$ cat config.mk
export PLATFORM = sky130hd
export DESIGN_NAME = sr_ff_monitor
export DESIGN_NICKNAME = d
export VERILOG_FILES = /design/src/rtl/sr_ff_monitor.sv
export SDC_FILE = /design/constraint.sdc
export NUM_CORES = 1
export LEC_CHECK = 0
export CAP_MARGIN = 20
export CORE_MARGIN = 2
export CORE_UTILIZATION = 53
export DETAILED_ROUTE_END_ITERATION = 8
export PLACE_DENSITY = 0.84
export SYNTH_ARGS = -nofsm -noshare
export SYNTH_HDL_FRONTEND = slang
export SYNTH_SLANG_ARGS = --single-unit
$ cat constraint.sdc
create_clock -name clk -period 2.9 [get_ports clk]
set_input_delay 0.58 -clock clk [delete_from_list [all_inputs] [get_ports clk]]
set_output_delay 0.58 -clock clk [all_outputs]
set_load 0.02 [all_outputs]
$ cat src/rtl/sr_ff_monitor.sv
// sr_ff_monitor: response monitor for an SR flip-flop.
// Samples s/r and the flip-flop output q_dut on every rising edge and checks
// q_dut against an internal reference model. Flags mismatches and counts
// illegal s=r=1 commands. All statistics counters saturate.
//
// Build option: SRMON_SET_DOMINANT_EN
//   defined   : s=r=1 is a set-dominant command (q_exp<=1, model keeps tracking)
//   undefined : s=r=1 makes the model lose sync (back to UNSYNC)
//
// The reference-model state is visible on the synced output (1 = TRACK).
module sr_ff_monitor #(
  parameter int CNT_W = 8
) (
  input  logic             clk,
  input  logic             rst,
  input  logic             clr,
  input  logic             s,
  input  logic             r,
  input  logic             q_dut,
  output logic             q_exp,
  output logic             synced,
  output logic             mismatch,
  output logic             err_sticky,
  output logic [CNT_W-1:0] err_count,
  output logic [CNT_W-1:0] chk_count,
  output logic [CNT_W-1:0] ill_count
);

  typedef enum logic {
    UNSYNC = 1'b0,
    TRACK  = 1'b1
  } state_t;

  state_t           state_q, state_d;
  logic             q_exp_q, q_exp_d;
  logic             mismatch_q, mismatch_d;
  logic             err_sticky_q, err_sticky_d;
  logic [CNT_W-1:0] err_count_q, err_count_d;
  logic [CNT_W-1:0] chk_count_q, chk_count_d;
  logic [CNT_W-1:0] ill_count_q, ill_count_d;

  // Decoded command; anything that is not a clean 00/10/01 (including an
  // unknown bit on s or r) is treated as the illegal s=r=1 command.
  logic cmd_set, cmd_reset, cmd_hold, cmd_ill, cmp_fail;

  // Saturating increment: stick at all-ones instead of wrapping.
  function automatic logic [CNT_W-1:0] sat_inc(input logic [CNT_W-1:0] v);
    return (&v) ? v : v + 1'b1;
  endfunction

  // Command decode and four-state compare of the flip-flop output.
  always_comb begin
    cmd_set   = (s === 1'b1) && (r === 1'b0);
    cmd_reset = (s === 1'b0) && (r === 1'b1);
    cmd_hold  = (s === 1'b0) && (r === 1'b0);
    cmd_ill   = !(cmd_set || cmd_reset || cmd_hold);
    cmp_fail  = (q_dut !== q_exp_q);
  end

  // Next-state, model update, compare result and statistics.
  always_comb begin
    state_d      = state_q;
    q_exp_d      = q_exp_q;
    mismatch_d   = 1'b0;
    err_sticky_d = err_sticky_q;
    err_count_d  = err_count_q;
    chk_count_d  = chk_count_q;
    ill_count_d  = ill_count_q;

    case (state_q)
      UNSYNC: begin
        // Only a clean set or reset tells us the flip-flop value; no compare.
        if (cmd_set) begin
          state_d = TRACK;
          q_exp_d = 1'b1;
        end else if (cmd_reset) begin
          state_d = TRACK;
          q_exp_d = 1'b0;
        end else if (cmd_ill) begin
`ifdef SRMON_SET_DOMINANT_EN
          state_d = TRACK;
          q_exp_d = 1'b1;
`else
          state_d = UNSYNC;
`endif
        end
      end
      TRACK: begin
        // Compare against the pre-update model value, then update the model.
        chk_count_d = sat_inc(chk_count_q);
        if (cmp_fail) begin
          mismatch_d   = 1'b1;
          err_sticky_d = 1'b1;
          err_count_d  = sat_inc(err_count_q);
        end
        if (cmd_set) begin
          q_exp_d = 1'b1;
        end else if (cmd_reset) begin
          q_exp_d = 1'b0;
        end else if (cmd_ill) begin
`ifdef SRMON_SET_DOMINANT_EN
          q_exp_d = 1'b1;
`else
          state_d = UNSYNC;
`endif
        end
      end
      default: state_d = UNSYNC;
    endcase

    if (cmd_ill) begin
      ill_count_d = sat_inc(ill_count_q);
    end

    // Clear wins over any same-edge count; mismatch still reports the edge.
    if (clr) begin
      err_sticky_d = 1'b0;
      err_count_d  = '0;
      chk_count_d  = '0;
      ill_count_d  = '0;
    end
  end

  // State and statistics registers with asynchronous reset.
  always_ff @(posedge clk or posedge rst) begin
    if (rst) begin
      state_q      <= UNSYNC;
      q_exp_q      <= 1'b0;
      mismatch_q   <= 1'b0;
      err_sticky_q <= 1'b0;
      err_count_q  <= '0;
      chk_count_q  <= '0;
      ill_count_q  <= '0;
    end else begin
      state_q      <= state_d;
      q_exp_q      <= q_exp_d;
      mismatch_q   <= mismatch_d;
      err_sticky_q <= err_sticky_d;
      err_count_q  <= err_count_d;
      chk_count_q  <= chk_count_d;
      ill_count_q  <= ill_count_d;
    end
  end

  assign q_exp      = q_exp_q;
  assign synced     = (state_q == TRACK);
  assign mismatch   = mismatch_q;
  assign err_sticky = err_sticky_q;
  assign err_count  = err_count_q;
  assign chk_count  = chk_count_q;
  assign ill_count  = ill_count_q;

endmodule

---- Yosys cells after proc, flatten, opt, wreduce, memory -nomap -nowiden ----
Index checks and enable logic that the tools add are counted.
word-level totals
  bits in registers ....................... 28
  latch bits .............................. 0
  RAM bits ................................ 0
  ROM bits ................................ 0
  input bits .............................. 6
  output and inout port bits .............. 28
  logic and storage cells ................. 58
  memories ................................ 0
cells by class
  $add $sub $neg .......................... 3
  multipliers ............................. 0
  div/mod/pow operators ................... 0
  magnitude comparators ................... 0
  equal/unequal tests ..................... 9
  shift-type cells ........................ 0
  multiplexer cells ....................... 23
  bitwise gates (word level) .............. 1
  reductions and logical operators ........ 15
operator list
  cell                                                            count
  8-bit two-way mux                                               10
  8-bit by 1-bit adder with 8-bit output (second input constant)  3
  8-bit AND reduction                                             3
  1-bit two-way mux                                               12
  2-bit != test (second input constant)                           4
  2-bit AND reduction                                             3
  2-bit nonzero test                                              3
  1-bit case equality test (second input constant)                4
  1-bit logical AND                                               3
  3-bit AND reduction                                             1
  1-bit logical OR                                                2
  1-bit case mux with 2 select lines                              1
  1-bit case inequality test                                      1
  1-bit NOT                                                       1

---- Logic depth before layout (Yosys ltp) ----
  depth after elaboration ................. 8
  gate-level depth with buffers ........... 5
  depth with buffers taken out ............ 5

---- Worst setup path before layout ----
OpenSTA, ideal clock, no wires.
  kind .................................... input to register
  start ................................... input port q_dut
  end ..................................... register err_count_q[0] (netlist: err_count[0])
  setup time .............................. 0.128 ns
  data arrival time ....................... 1.492 ns
  data required time ...................... 2.772 ns
  path slack .............................. 1.281 ns
  stages on the path ...................... 4
  path buffers ............................ 0
  cell sequence ........................... xor2_1 and2_4 a21boi_4 mux2_1
between the ends
  cells in the longest elaborated chain, start to end .. 3
RTL lines
  item                                  line  text
  from (decl)                           19    input logic q_dut,
  1-bit case inequality test            57    cmp_fail = (q_dut !== q_exp_q);
  2-bit nonzero test (no source line)   -
  3-bit AND reduction (no source line)  -
  to (signal assigned)                  139   err_count_q <= err_count_d;
  to (decl)                             38    logic [CNT_W-1:0] err_count_q, err_count_d;
No other way between the ends.
A chain may end at the register's enable or synchronous reset.

---- Worst setup path in the final report ----
  start ................................... register state_q (netlist: synced)
  end ..................................... output port synced
RTL lines
  item                    line  text
  from (decl)             34    state_t state_q, state_d;
  from (signal assigned)  135   state_q <= state_d;
  to (decl)               21    output logic synced,
No word-level cell between the ends.

==> metrics.txt <==
FF-to-FF Start ill_count[0]; H-tree Lvls 1; RSZ-0062 raised after global routing no; WP buf/inv 1; async set or reset register ratio after synthesis 1.000; CP startpoint synced; Final nets between 150 and 200; Cells after Synth between 100 and 150; CP Capture Type output pin; area leader, netlist dfrtp_1; vias post-DR approximately 1.2k; CP top delay family buffers and inverters; Leakage a little under 0.0008 uW; chip height 56.42 um; r2r worst-path depth 5; Design Area, Final roughly 1900 um^2; row cnt 19; TNS Setup 0 ns; critical path's slowest cell clkdlybuf4s50_1; ANT nets after route 0; Slew HR 0.5596; DP Wirelength about 2300 um; DR DRC count 0; Synth cell types 37; routed len/inst roughly 15 um; worst skew pair latency approximately 0.32 ns; hold wc startpoint err_sticky; Yosys reg bits 28; fin crit period approximately 2.2 ns; port buffer count 33; Fin. Hold Viols 0; number of global-route vias before repair 1,206; first-pass GRT wire length ~5400 um; worst hold stages 2; I/O Pins 34; share of the synthesized area in the top cell type 0.4811; syn_area_per_cell 10.26 um^2; global route overflow 0; top-count cell post-synth dfrtp_1; Reg2Reg Setup Slack between 1 and 1.5 ns; setup bufs post-CTS 0; CP startpoint kind register; most frequent cells after synthesis 28 x dfrtp_1, 17 x nor2_1; clock sinks 28; critical path's largest stage delay between 0.6 and 0.7 ns; max_cap viols 0; number of synthesized flops with an enable pin 0; antenna violations before repair 0; die area approximately 3200 um^2; hold endpoint err_sticky; drt via density approximately 5.8; outcome finished clean; clock skew between 0.005 and 0.006 ns; Initial Util 0.5422; Area Overhead vs Synth 28.09%; CTS Hold Bufs 0; CTS-repair resized insts 0; area of the mapped netlist ~1500 um^2; Mapped Nets ~150; pwr/cell area slightly above 400 nW/um^2; Fmax ~460 MHz; crit-path max FO 10; Worst Path Arrival about 1.6 ns; share of post-route cells with drive strength above 1 0.07865; CTS root buf clkbuf_4; Critical Path RT roughly 2.3 ns; Tcrit/Tclk final 0.7457; worst reg2reg path endpoint ill_count[5]; largest net degree at the start of global routing 29; CTS Buf Count 3; Max rail drop VDD approximately 0.32 mV; Worst-Margin Slew 0.6585 ns; CTS tree yes; router iterations before antenna repair 4; Chip Width between 50 and 60 um; Cell Area, Placed 1829 um^2; Seq/Total Area, Yosys 0.4811; Final setup viols 0; Clk pin slew, worst setup/hold paths around 0.15 ns; top_reg_cell synth dfrtp_1; total global routing track utilization 0.2085; Max Slew Vio Count 0; GPL Wtd Cong approximately 0.8; Worst Path Class, Setup reg -> out; critical-path cell list clkdlybuf4s50_1; clk buf depth 2; ANT cells 0; min-delay worst type reg -> reg; Detailed Route Iter0 Violations 36; largest cells by area after synthesis dfrtp_1 48%, nor2_1 4.4%, ha_1 4.3%; Final Routed Wirelength 3066 um; YS warnings 0; Core Box Area approximately 2700 um^2
## worst max path at each step
stage | depth (start not counted) | slack [ns] | end
after floorplan | 4 | 1.28 | err_count[0]
after global placement | 5 | 0.71 | err_count[0]
after detailed placement | 5 | 0.67 | err_count[0]
after CTS | 1 | 0.73 | synced
after global routing | 1 | 0.68 | synced
final | 1 | 0.74 | synced
## metal layers
layer  vias up  wire [um]  global-route usage  part of all wire
met5         -          0                   0                 0
met4         0          9             0.05102            0.0029
met3         2        108             0.02765             0.035
met2        30       1594              0.3605              0.52
met1       585       1353              0.2764              0.44
li1        598          -                   -                 -
## flip-flops by register name, indices dropped and copies added, names as in the netlist
register,count
chk_count,8
err_count,8
ill_count,8
err_sticky,1
mismatch,1
q_exp,1
synced,1
## layout make-up
class / count / area (um^2)
tap: 31 / 38.79
inverter: 5 / 18.77
clock buffer: 4 / 36.28
multi-input combinational: 106 / 725.7
fill: 214 / 820.8
sequential: 28 / 700.7
timing repair buffer: 35 / 345.3
## power by group
group | leakage (uW) | switching (uW) | internal [uW] | total [uW]
registers | 0.000380 | 21.7 | 409 | 430
clock network | 0.0000210 | 111 | 76.7 | 188
logic | 0.000369 | 74.4 | 69.2 | 144
total | 0.000769 | 207 | 555 | 762
## kinds of logic after synthesis
group,count (synthesis),share of synthesized area
xor gates and xnor gates,7,0.04210
and+or+nand+nor,56,0.2148
DFF,28,0.4811
adders and majority gates,5,0.04296
buffers and inverters,8,0.02062
AOI/OAI and AO/OA,32,0.1555
muxes,6,0.04296
## stage by stage
| step | power (uW) | hold slack (ns) | cells | utilization | worst slack, ns |
|---|---|---|---|---|---|
| 5_1_grt | 797.1 | 0.5943 | 209 | 0.6945 | 0.6801 |
| 6_report | 761.7 | 0.5446 | 209 | 0.6945 | 0.7375 |
| 2_1_floorplan | 516.4 | 0.6009 | 142 | - | 1.281 |
| 4_1_cts | 770.5 | 0.5527 | 209 | 0.6945 | 0.7262 |
| 3_3_place_gp | 575.8 | 0.5085 | 205 | 0.6810 | 0.7145 |
| 3_5_place_dp | 583.6 | 0.5181 | 205 | 0.6810 | 0.6710 |
## layout by cell type (no fill, tap or decap), types with 4 or more instances in the layout
cell and instances:
nand2b_1 4, dfrtp_1 28, nand3_1 5, a31oi_1 4, nand4_1 6, and4_1 4, nand2_1 6, ha_1 5
xor2_1 5, clkdlybuf4s50_1 33, inv_1 5, mux2i_1 4, a21oi_1 6, o21ai_0 6, nor2_1 17
Power figures use the tool's default switching activity.
